### config.mk
export PLATFORM = sky130hd
export DESIGN_NAME = fp_add_sequencer
export DESIGN_NICKNAME = d
export VERILOG_FILES = /design/src/rtl/fp_add_pkg.sv /design/src/rtl/fp_lead_one_detect.sv /design/src/rtl/fp_add_sequencer.sv
export SDC_FILE = /design/constraint.sdc
export NUM_CORES = 1
export LEC_CHECK = 0
export ABC_AREA = 1
export BUFFER_PORTS_ARGS = -buffer_cell sky130_fd_sc_hd__buf_2
export CAP_MARGIN = 25
export CORE_MARGIN = 3
export CORE_UTILIZATION = 25
export CTS_CLUSTER_SIZE = 14
export DETAILED_ROUTE_END_ITERATION = 8
export GPL_TIMING_DRIVEN = 0
export PLACE_DENSITY_LB_ADDON = 0.2
export SLEW_MARGIN = 25
export SYNTH_ARGS = -nofsm -noshare
export SYNTH_HDL_FRONTEND = slang
export SYNTH_HIERARCHICAL = 1
export SYNTH_SLANG_ARGS = --single-unit
### constraint.sdc
create_clock -name clk -period 13.2 [get_ports clk]
set_input_delay 2.64 -clock clk [delete_from_list [all_inputs] [get_ports clk]]
set_output_delay 2.64 -clock clk [all_outputs]
set_load 0.01 [all_outputs]
### src/rtl/fp_add_pkg.sv
// Shared widths, IEEE constants and FSM state type for the sequenced FP adder.
package fp_add_pkg;

  localparam int unsigned DATA_WIDTH = 32;
  localparam int unsigned MENT_WIDTH = 23;
  localparam int unsigned EXPO_WIDTH = 8;
  localparam int unsigned MANT_W     = MENT_WIDTH + 1;
  localparam int unsigned SUM_W      = MENT_WIDTH + 2;
  localparam int unsigned LZC_W      = 5;
  localparam int unsigned EXPN_W     = EXPO_WIDTH + 2;
  localparam int unsigned BIAS       = 2 ** (EXPO_WIDTH - 1) - 1;
  localparam int unsigned EXP_MAX    = 2 ** EXPO_WIDTH - 1;

  localparam logic [DATA_WIDTH-1:0] QNAN = 32'h7FC0_0000;
  localparam logic [DATA_WIDTH-1:0] INF  = 32'h7F80_0000;

  typedef enum logic [2:0] {
    IDLE,
    ALIGN,
    ADD,
    NORM,
    DONE
  } state_e;

endpackage

### src/rtl/fp_lead_one_detect.sv
// Combinational priority encoder: leading-zero count of a 25-bit sum plus all-zero flag.
module fp_lead_one_detect
  import fp_add_pkg::*;
(
  input  logic [SUM_W-1:0] vec_i,
  output logic [LZC_W-1:0] lzc_o,
  output logic             zero_o
);

  // Ascending scan: the highest set bit is the last one to write lzc_o.
  always_comb begin
    lzc_o  = '0;
    zero_o = 1'b1;
    for (int i = 0; i < SUM_W; i++) begin
      if (vec_i[i]) begin
        lzc_o  = LZC_W'(SUM_W - 1 - i);
        zero_o = 1'b0;
      end
    end
  end

endmodule

### src/rtl/fp_add_sequencer.sv
// Multi-cycle single-precision adder: ALIGN -> ADD -> NORM over a shared datapath,
// special operands resolved at capture, result held under a valid/ready handshake.
module fp_add_sequencer
  import fp_add_pkg::*;
(
  input  logic                  clk,
  input  logic                  rst,
  input  logic                  in_valid_in,
  output logic                  in_ready_out,
  input  logic [DATA_WIDTH-1:0] floating1_in,
  input  logic [DATA_WIDTH-1:0] floating2_in,
  input  logic                  sub_in,
  output logic                  out_valid_out,
  input  logic                  out_ready_in,
  output logic [DATA_WIDTH-1:0] result_out,
  output logic                  busy_out
);

  state_e                  state_q;
  logic [DATA_WIDTH-1:0]   a_q;
  logic [DATA_WIDTH-1:0]   b_q;
  logic                    sign_l_q;
  logic                    eff_sub_q;
  logic [EXPO_WIDTH-1:0]   exp_l_q;
  logic [MANT_W-1:0]       mant_l_q;
  logic [MANT_W-1:0]       mant_s_q;
  logic [SUM_W-1:0]        sum_q;
  logic [DATA_WIDTH-1:0]   result_q;
  logic                    out_valid_q;
  logic                    in_ready_q;
  logic                    busy_q;

  logic [DATA_WIDTH-1:0]   b_eff;
  logic                    spec_hit;
  logic [DATA_WIDTH-1:0]   spec_res;
  logic [DATA_WIDTH-1:0]   op_l;
  logic [DATA_WIDTH-1:0]   op_s;
  logic [EXPO_WIDTH-1:0]   exp_diff;
  logic [MANT_W-1:0]       mant_s_d;
  logic [SUM_W-1:0]        sum_d;
  logic [LZC_W-1:0]        lzc;
  logic                    sum_zero;
  logic [EXPN_W-1:0]       exp_new;
  logic [MENT_WIDTH-1:0]   frac_new;
  logic [DATA_WIDTH-1:0]   norm_res;

  assign b_eff = {floating2_in[DATA_WIDTH-1] ^ sub_in, floating2_in[DATA_WIDTH-2:0]};

  // Special operands, in priority order: NaN / inf-inf, single inf, flushed zeros.
  always_comb begin
    logic                  sa, sb, ea_max, eb_max, ea_zero, eb_zero, fa_zero, fb_zero;
    sa       = floating1_in[DATA_WIDTH-1];
    sb       = b_eff[DATA_WIDTH-1];
    ea_max   = floating1_in[DATA_WIDTH-2:MENT_WIDTH] == EXPO_WIDTH'(EXP_MAX);
    eb_max   = b_eff[DATA_WIDTH-2:MENT_WIDTH] == EXPO_WIDTH'(EXP_MAX);
    ea_zero  = floating1_in[DATA_WIDTH-2:MENT_WIDTH] == '0;
    eb_zero  = b_eff[DATA_WIDTH-2:MENT_WIDTH] == '0;
    fa_zero  = floating1_in[MENT_WIDTH-1:0] == '0;
    fb_zero  = b_eff[MENT_WIDTH-1:0] == '0;
    spec_hit = 1'b1;
    spec_res = '0;
    if ((ea_max && !fa_zero) || (eb_max && !fb_zero) ||
        (ea_max && eb_max && (sa != sb))) begin
      spec_res = QNAN;
    end else if (ea_max) begin
      spec_res = floating1_in;
    end else if (eb_max) begin
      spec_res = b_eff;
    end else if (ea_zero && eb_zero) begin
      spec_res = {sa & sb, (DATA_WIDTH-1)'(0)};
    end else if (ea_zero) begin
      spec_res = b_eff;
    end else if (eb_zero) begin
      spec_res = floating1_in;
    end else begin
      spec_hit = 1'b0;
    end
  end

  // Magnitude compare on {exp,frac} decides which operand leads.
  always_comb begin
    if (a_q[DATA_WIDTH-2:0] >= b_q[DATA_WIDTH-2:0]) begin
      op_l = a_q;
      op_s = b_q;
    end else begin
      op_l = b_q;
      op_s = a_q;
    end
    exp_diff = op_l[DATA_WIDTH-2:MENT_WIDTH] - op_s[DATA_WIDTH-2:MENT_WIDTH];
    if (exp_diff >= EXPO_WIDTH'(SUM_W)) begin
      mant_s_d = '0;
    end else begin
      mant_s_d = {1'b1, op_s[MENT_WIDTH-1:0]} >> exp_diff;
    end
  end

  assign sum_d = eff_sub_q ? ({1'b0, mant_l_q} - {1'b0, mant_s_q})
                           : ({1'b0, mant_l_q} + {1'b0, mant_s_q});

  fp_lead_one_detect u_lod (
    .vec_i  (sum_q),
    .lzc_o  (lzc),
    .zero_o (sum_zero)
  );

  // Leading one lands on bit 24 after the shift; a carry gives lzc=0, i.e. exp+1.
  always_comb begin
    exp_new  = EXPN_W'(exp_l_q) + EXPN_W'(1) - EXPN_W'(lzc);
    frac_new = MENT_WIDTH'((sum_q << lzc) >> 1);
    if (sum_zero) begin
      norm_res = '0;
    end else if (exp_new[EXPN_W-1] || (exp_new == '0)) begin
      norm_res = {sign_l_q, (DATA_WIDTH-1)'(0)};
    end else if (exp_new >= EXPN_W'(EXP_MAX)) begin
      norm_res = {sign_l_q, INF[DATA_WIDTH-2:0]};
    end else begin
      norm_res = {sign_l_q, exp_new[EXPO_WIDTH-1:0], frac_new};
    end
  end

  always_ff @(posedge clk or posedge rst) begin
    if (rst) begin
      state_q     <= IDLE;
      a_q         <= '0;
      b_q         <= '0;
      sign_l_q    <= 1'b0;
      eff_sub_q   <= 1'b0;
      exp_l_q     <= '0;
      mant_l_q    <= '0;
      mant_s_q    <= '0;
      sum_q       <= '0;
      result_q    <= '0;
      out_valid_q <= 1'b0;
      in_ready_q  <= 1'b1;
      busy_q      <= 1'b0;
    end else begin
      case (state_q)
        IDLE: begin
          if (in_valid_in) begin
            a_q        <= floating1_in;
            b_q        <= b_eff;
            in_ready_q <= 1'b0;
            busy_q     <= 1'b1;
            if (spec_hit) begin
              result_q <= spec_res;
              state_q  <= DONE;
            end else begin
              state_q  <= ALIGN;
            end
          end
        end
        ALIGN: begin
          sign_l_q  <= op_l[DATA_WIDTH-1];
          eff_sub_q <= a_q[DATA_WIDTH-1] ^ b_q[DATA_WIDTH-1];
          exp_l_q   <= op_l[DATA_WIDTH-2:MENT_WIDTH];
          mant_l_q  <= {1'b1, op_l[MENT_WIDTH-1:0]};
          mant_s_q  <= mant_s_d;
          state_q   <= ADD;
        end
        ADD: begin
          sum_q   <= sum_d;
          state_q <= NORM;
        end
        NORM: begin
          result_q <= norm_res;
          state_q  <= DONE;
        end
        DONE: begin
          // Valid rises one cycle after entry; acceptance only counts once it is up.
          if (!out_valid_q) begin
            out_valid_q <= 1'b1;
          end else if (out_ready_in) begin
            out_valid_q <= 1'b0;
            in_ready_q  <= 1'b1;
            busy_q      <= 1'b0;
            state_q     <= IDLE;
          end
        end
        default: begin
          state_q <= IDLE;
        end
      endcase
    end
  end

  assign in_ready_out  = in_ready_q;
  assign out_valid_out = out_valid_q;
  assign result_out    = result_q;
  assign busy_out      = busy_q;

endmodule
# --- After elaboration in Yosys (flattened, before gate mapping) ---
# Index checks and enable logic that the tools add are counted.
totals:
  ff_bits: 185
  input_bits: 69
  output_inout_bits: 35
  word_cells: 146
op_classes:
  addsub: 5
  magnitude_cmp: 3
  n_eq_ne: 11
  n_shift: 2
  n_mux: 87
  n_bitwise: 3
  reduce_logical: 22
op_table:
  columns: ["cell", "count"]
  rows:
  - ["two-way mux 32 bit", 10]
  - ["two-way mux 5 bit", 25]
  - ["two-way mux 31 bit", 3]
  - ["case mux 32 bit (2 select lines)", 1]
  - ["logical NOT 23 bit", 2]
  - ["two-way mux 1 bit", 39]
  - ["greater-or-equal comparator 31 bit", 1]
  - ["adder 24 x 24 -> 25 bit", 1]
  - ["two-way mux 25 bit", 1]
  - ["<< shifter 25 x 5 -> 24 bit", 1]
  - ["subtractor 24 x 24 -> 25 bit", 1]
  - ["two-way mux 24 bit", 1]
  - ["right shift 24 x 8 -> 24 bit", 1]
  - ["== test 8 bit, second input constant", 2]
  - ["logical NOT 8 bit", 2]
  - ["case mux 3 bit (5 select lines)", 1]
  - ["two-way mux 3 bit", 4]
  - ["greater-or-equal comparator 10 x 8 -> 1 bit, second input constant", 1]
  - ["logical NOT 10 bit", 1]
  - ["subtractor 9 x 5 -> 10 bit", 1]
  - ["adder 8 x 1 -> 9 bit, second input constant", 1]
  - ["greater-or-equal comparator 8 x 5 -> 1 bit, second input constant", 1]
  - ["!= test 2 bit, second input constant", 4]
  - ["subtractor 8 bit", 1]
  - ["15 further kinds", 27]

# --- Depth between registers and ports, before layout ---
# Gate-level depths: netlist of run 1.
logic_depth:
  depth_word: 31
  mapped_depth: 40
  depth_no_buf: 38

# --- Cells and area by module ---
# Netlist of run 1, hierarchy kept.
modules_own_cells:
  columns: ["module", "n_inst", "cells_per_inst", "area_per_inst_um2", "seq_area_each_um2"]
  rows:
  - ["fp_add_sequencer", 1, 2009, 13714.4, 4630.7]
  - ["fp_lead_one_detect", 1, 77, 357.8, 0.0]

# --- Worst setup path before layout of run 1 ---
# Ideal clock, no wire load.
synth_path:
  path_type: "register to register"
  from: "register sum_q[7]"
  to: "register result_q[10] (netlist: result_out[10])"
  setup_time_ns: 0.077
  arrival_ns: 4.487
  t_required_ns: 13.123
  setup_slack_ns: 8.635
  path_stages_with_launch: 26
  path_buffers: 3
  synth_period_minus_slack_ns: 4.565
  cell_sequence: "dfrtp_1 > nor4_1 > inv_1 > nor2_1 > o21bai_1 > a31oi_1 > clkbuf_1 > clkinv_1 > clkbuf_1 > ha_1 > ha_1 > nand3_1 > nand2_1 > a21oi_1 > o21ai_0 > a21oi_1 > nor2_1 > nor2_1 > xor2_1 > nand2_1 > nor2_1 > inv_1 > nor2_1 > clkbuf_1 > o2111ai_1 > a21oi_1"
synth_via:
  elab_chain_cells: 24
  word_cells_on_any_way: 45
  cone_classes: "add/sub: 1; order compare: 1; shift: 1; mux: 40; reduce/logical: 2"
synth_rtl:
  columns: ["element", "line_no", "rtl"]
  rows:
  - ["from (decl)", "fp_add_sequencer.sv:27", "logic [SUM_W-1:0] sum_q;"]
  - ["from (signal assigned)", "fp_add_sequencer.sv:161", "sum_q <= sum_d;"]
  - ["two-way mux 5 bit (*) (18 in series)", "fp_lead_one_detect.sv:15", "if (vec_i[i]) begin"]
  - ["net lzc[2]", "fp_add_sequencer.sv:41", "logic [LZC_W-1:0] lzc;"]
  - ["subtractor 9 x 5 -> 10 bit", "fp_add_sequencer.sv:108", "exp_new = EXPN_W'(exp_l_q) + EXPN_W'(1) - EXPN_W'(lzc);"]
  - ["greater-or-equal comparator 10 x 8 -> 1 bit or logical NOT 10 bit (tied branches)", "fp_add_sequencer.sv:114, fp_add_sequencer.sv:112", null]
  - ["two-way mux 31 bit or logical OR 1 bit (tied branches)", "fp_add_sequencer.sv:114, fp_add_sequencer.sv:112", null]
  - ["two-way mux 31 bit (*)", "fp_add_sequencer.sv:112", "end else if (exp_new[EXPN_W-1] || (exp_new == '0)) begin"]
  - ["two-way mux 32 bit (*)", "fp_add_sequencer.sv:110", "if (sum_zero) begin"]
  - ["case mux 32 bit (2 select lines) (*)", "fp_add_sequencer.sv:137", "case (state_q)"]
  - ["to (signal assigned)", "fp_add_sequencer.sv:145", "result_q <= spec_res;"]
  - ["to (signal assigned)", "fp_add_sequencer.sv:165", "result_q <= norm_res;"]
  - ["to (decl)", "fp_add_sequencer.sv:28", "logic [DATA_WIDTH-1:0] result_q;"]
# Mark *: on every way through the listed nets, which the timed path passes. The rest lies on a longest branch.
# A chain may end at the register's enable or synchronous reset.

# --- Worst setup path after layout of run 1 ---
# Ends and elaborated chain as after synthesis.

==> results of run 1 <==
==> cell usage in the layout (no fill, tap or decap), drive strengths merged, types with 17 or more instances in the layout <==
cell      n
a21oi   120
buf     123
clkbuf  104
dfrtp   184
ha       71
inv     250
nand2   534
nand3   162
nand4    62
nor2    158
nor3     19
nor4     17
o21ai   250
o22ai    22
xor2     32
==> metrics by stage <==
step / utilization / area [um^2] / hold slack (ns) / setup slack, ns
after detailed placement: 0.281 / 15600 / 0.468 / 7.40
after floorplan: - / 14100 / 0.447 / 5.53
after CTS: 0.292 / 16200 / 0.491 / 7.38
final: 0.292 / 16200 / 0.488 / 7.25
after global placement: 0.280 / 15500 / 0.472 / 2.80
after global routing: 0.292 / 16200 / 0.516 / 6.63
==> synthesized netlist by cell type (8+ instances only) <==
cell / number
a21oi_1: 118
nor2_1: 156
inv_1: 240
o211ai_1: 8
ha_1: 71
a31oi_1: 9
dfrtp_1: 184
nor4_1: 17
nand2_1: 526
clkbuf_1: 85
o21ai_0: 245
o2111ai_1: 13
nor3_1: 18
o22ai_1: 22
nand3_1: 162
xnor2_1: 16
xor2_1: 31
nand4_1: 62
==> worst max-delay path: cells and delay by family, from the launching register on <==
family	cells	cell delay, ns
and+or+nand+nor	9	1.78
buffers and inverters	6	1.68
AOI/OAI and AO/OA	7	1.04
adders and majority gates	2	0.71
DFF	1	0.48
xor gates and xnor gates	1	0.16
==> kinds of logic (layout without fill, tap and decap cells) <==
family | Yosys count | count (layout) | share of synthesized area
AO/OA/AOI/OAI | 455 | 455 | 0.177
XOR/XNOR | 48 | 48 | 0.0304
multiplexers | 5 | 5 | 0.00356
AND/OR/NAND/NOR | 966 | 966 | 0.295
flip-flops | 185 | 185 | 0.329
buffers and inverters | 354 | 491 | 0.0991
adder cells (fa/ha/maj) | 73 | 73 | 0.0660
==> cell type report <==
cell class / instances / area, um^2 / share of cell area
multi-input cells: 1547 / 8060 / 0.499
flip-flops and latches: 185 / 4630 / 0.287
inverters: 251 / 977 / 0.0605
well taps: 748 / 936 / 0.0579
repair buffers: 105 / 571 / 0.0353
clock buffers: 19 / 443 / 0.0274
plain buffers: 103 / 425 / 0.0263
clock inverters: 13 / 120 / 0.00743
==> state kept, by name (all words and copies together) (netlist names), 3 cells and up <==
register	flops
a_q	32
b_q	32
result_out	32
sum_q	25
mant_l_q	24
mant_s_q	24
exp_l_q	8
state_q	3
==> worst paths after layout <==
| kind | from | endpoint | depth (start not counted) |
|---|---|---|---|
| worst max-delay path | sum_q[7] | result_out[10] | 25 |
| worst min-delay path | mant_l_q[23] | mant_l_q[23] | 1 |
| worst max register to register | sum_q[7] | result_out[10] | 25 |
| worst min register to register | mant_l_q[23] | mant_l_q[23] | 1 |
| max in group asynchronous | rst | in_ready_out | 4 |
| min in group asynchronous | rst | mant_s_q[7] | 2 |
==> per-layer routing <==
| layer | share of wire | track usage | vias up | routed length [um] |
|---|---|---|---|---|
| met3 | 0.059 | 0.0395 | 79 | 3380 |
| met2 | 0.45 | 0.313 | 415 | 26200 |
| met5 | 0 | 0 | - | 0 |
| met1 | 0.46 | 0.259 | 7194 | 26400 |
| met4 | 0.028 | 0.0613 | 0 | 1630 |
| li1 | - | - | 7187 | - |
==> flow_summary_export.csv, run 1 <==
group,metric,value,unit
die,die_w,243,um
yosys,synth.top_cell.area_share,0.327,
yosys,syn_area_per_cell,6.75,um^2
cells_and_area,final_cells,2971,
cells_and_area,area_delta_synth_final,14.8,%
detailed_routing,first_pass_iters,6,
yosys,synth.distinct_cells,55,
detailed_routing,wire_per_inst,19.4,um
setup_path,slowest_delay,0.57,ns
detailed_routing,ant_nets,0,
setup_path,worst_ep_required_time,13.59,ns
timing,setup_tns,0,ns
yosys,syn_area,0.0141,mm^2
yosys,synth_warnings,6,
timing,layout_min_cycle_time,5.95,ns
global_routing,gr-total-overflow,0,
global_routing,track_usage,0.194,
yosys,synth-seq-cells,185,
clock_tree,postCtsSetupBuffers,0,
die,core_region_area,0.0554,mm^2
setup_path,arrival,6.34,ns
cells_and_area,drive_above_1_share,0.0819,
timing,slew_violations,0,
placement,portBuffers,103,
detailed_routing,dr.first_iter.drc_count,1226,
clock_tree,ctsLongestPathBuffers,2,
timing,rsz0062_at_grt,"no",
setup_path,cp_slowest_cell,"nor2_1",
clock_tree,root_buffer,"clkbuf_16",
clock_tree,clk_pin_slew,0.08,ns
timing,setup_viol_count_final,0,
global_routing,grt_pass1_wl,88300,um
global_routing,antenna_found_initial,0,
timing,timing.fmax,0.168,GHz
die,rows,86,
setup_path,crit_fanout,10,
yosys,netlist_instances,2086,
detailed_routing,drt-total-wl,57600,um
yosys,synthFlopType,"dfrtp_1",
yosys,synth.largest_area_cell,"dfrtp_1",
cells_and_area,nets,2352,
setup_path,crit_path_end_kind,"flop",
clock_tree,tritoncts,"done",
timing,finalCritPeriodShare,0.451,
yosys,postSynth.asyncResetShare,1.00,
setup_path,worstSetupStartpointType,"flop",
placement,gp_congestion,0.926,
die,floorplan.initialDensity,0.254,
setup_path,crit_top_cell,"nor2_1",
die,die_h,243,um
yosys,synth_nets,2228,
cells_and_area,antenna_cells,0,
min_path,min_path_type,"flop to flop",
yosys,synth_area_leaders,"dfrtp_1, nand2_1, o21ai_0, inv_1, ha_1",
clock_tree,clk_latency,0.47,ns
clock_tree,cts_buffers,17,
global_routing,grt_max_degree,94,
status,status,"completed",
flow_run,drv_cap,0,
detailed_routing,drc,0,
timing,hold_violations,0,
clock_tree,cts_resized,0,
placement,dpl.cell_count,2939,
clock_tree,postCtsHoldBufs,0,
clock_tree,cts_htree_levels,4,
cells_and_area,fillCellCount,6225,
detailed_routing,vias_per_cell,5.01,
yosys,synth.yosys.seq_area_share,0.329,
placement,dp_hpwl,47000,um
timing,worstMarginPinSlew,0.918,ns
detailed_routing,vias,14875,
die,die_area,0.0592,mm^2
timing,fin_skew,0.0144,ns
yosys,synth_edf_count,0,
setup_path,path_class,"flop to flop",
setup_path,r2r_setup_slack,7.25,ns
die,ios,104,
global_routing,grt_pass1_vias,14715,
timing,slew_headroom,0.386,
clock_tree,clock_sinks,185,
Power of run 1 is not shown: default switching activity piles up to over one toggle a cycle in this logic, so the estimate is an artifact.
==> run 2, diff against run 1 <==
==> constraint.sdc (replaced) <==
create_clock -name clk -period 5.3 [get_ports clk]
set_input_delay 1.06 -clock clk [delete_from_list [all_inputs] [get_ports clk]]
set_output_delay 1.06 -clock clk [all_outputs]
set_load 0.01 [all_outputs]
==> run 2 against run 1 <==
Compared with the run above:
- clock skew rose by 0.0051 ns
- core utilization up 0.43 points
- non-clock buffer count increased by 11
- register-to-register slack worse by 6.8 ns
==> flow_summary_export.csv, run 2 (synthesized netlist as in run 1, its figures left out) <==
group,metric,value,unit
status,status,"completed",
timing,hold_violations,0,
clock_tree,ctsLongestPathBuffers,2,
min_path,min_path_type,"flop to flop",
timing,timing.fmax,0.207,GHz
setup_path,critical_path.top_delay_family,"compound AO/OA/AOI/OAI gates",
global_routing,grt_pass1_vias,14680,
timing,finalCritPeriodShare,0.912,
cells_and_area,layout_common_cells,"nand2_1, o21ai_0, inv_1, dfrtp_1, nand3_1",
setup_path,cp_slowest_cell,"dfrtp_1",
setup_path,crit_fanout,10,
global_routing,grt_pass1_wl,88400,um
cells_and_area,antenna_cells,0,
setup_path,cp_num_buf_inv,5,
setup_path,path_class,"flop to flop",
die,floorplan.initialDensity,0.254,
clock_tree,tritoncts,"done",
die,core_region_area,0.0554,mm^2
timing,slew_violations,0,
timing,fin_skew,0.0195,ns
setup_path,cp.depth,36,
global_routing,track_usage,0.194,
timing,hold_ws,0.489,ns
setup_path,rr_worst_depth,36,
global_routing,gr-total-overflow,0,
setup_path,slowest_delay,0.50,ns
flow_run,drv_cap,0,
global_routing,grt_max_degree,32,
timing,rsz0062_at_grt,"no",
clock_tree,clock_sinks,185,
die,die_h,243,um
detailed_routing,first_pass_iters,6,
die,rows,86,
setup_path,worstReg2RegStart,"sum_q[7]",
clock_tree,root_buffer,"clkbuf_16",
cells_and_area,area_delta_synth_final,16.5,%
cells_and_area,fillCellCount,6198,
detailed_routing,vias_per_cell,5.03,
setup_path,crit_top_cell,"nand2_1",
cells_and_area,drive_above_1_share,0.0905,
setup_path,worstSetupStartpointType,"flop",
setup_path,cp-startpoint,"sum_q[7]",
clock_tree,cts_buffers,17,
placement,dp_hpwl,47400,um
clock_tree,clk_pin_slew,0.07,ns
timing,worstMarginPinSlew,0.893,ns
min_path,hp-start,"exp_l_q[1]",
die,die_area,0.0592,mm^2
min_path,hold_depth,2,
setup_path,arrival,5.17,ns
cells_and_area,nets,2363,
global_routing,antenna_found_initial,0,
detailed_routing,wire_per_inst,19.4,um
clock_tree,postCtsHoldBufs,0,
detailed_routing,drt-total-wl,57900,um
detailed_routing,ant_nets,0,
cells_and_area,final_common_cell,"nand2_1",
setup_path,worst_ep_required_time,5.63,ns
detailed_routing,dr.first_iter.drc_count,1288,
timing,layout_min_cycle_time,4.84,ns
placement,dp_slack,-0.523,ns
die,die_w,243,um
placement,gp_congestion,0.900,
detailed_routing,drc,0,
die,ios,104,
clock_tree,clk_latency,0.47,ns
timing,setup_slack,0.464,ns
placement,portBuffers,103,
timing,setup_viol_count_final,0,
timing,slew_headroom,0.402,
detailed_routing,vias,14983,
setup_path,crit_path_end_kind,"flop",
clock_tree,cts_htree_levels,4,
-- run 2: cell type report --
type	instances	area, um^2	area share
sequential	185	4630	0.282
inverter	251	977	0.0596
multi-input combinational	1547	8110	0.494
clock inverter	9	139	0.00847
timing repair buffer	117	716	0.0436
clock buffer	22	464	0.0283
buffer	102	427	0.0260
tap	748	936	0.0571
-- run 2: per-layer routing --
metal / vias up / track usage / part of all wire / routed length (um)
met3: 55 / 0.0262 / 0.046 / 2680
met5: - / 0 / 0 / 0
met4: 0 / 0.0450 / 0.017 / 1010
met1: 7269 / 0.265 / 0.47 / 27000
met2: 452 / 0.323 / 0.47 / 27200
li1: 7207 / - / - / -
-- run 2: worst register-to-register path, delay by kind of cell, from the launching register on --
kind	cells	cell delay [ns]
AO/OA/AOI/OAI	8	1.26
XOR/XNOR	1	0.12
adder cells (fa/ha/maj)	3	0.83
buffers and inverters	5	0.77
flip-flops	1	0.50
AND/OR/NAND/NOR	19	1.26
-- run 2: path summary, 6_finish.rpt --
check                                 end  slack, ns
setup / recovery           result_out[10]       0.46
hold / removal                 exp_l_q[1]       0.49
setup reg to reg           result_out[10]       0.46
hold reg to reg                exp_l_q[1]       0.49
max in group asynchronous    in_ready_out       3.68
min in group asynchronous       sum_q[13]       0.50
-- run 2: what timing repair did --
item / CTS / global route
setup endpoints to repair: 20 / 31
pin swaps: 0 / 2
gates resized for setup: 5 / 14
buffers inserted: 0 / 7
-- run 2: metrics by stage --
step	setup TNS, ns	utilization	cell area [um^2]	cells
final	0	0.296	16400	2981
after global placement	-5.03	0.280	15500	2937
after global routing	0	0.296	16400	2981
after CTS	0	0.294	16300	2975
after detailed placement	-5.89	0.283	15700	2944
after floorplan	0	-	14100	2086
Power of run 2 is left out for the same reason.
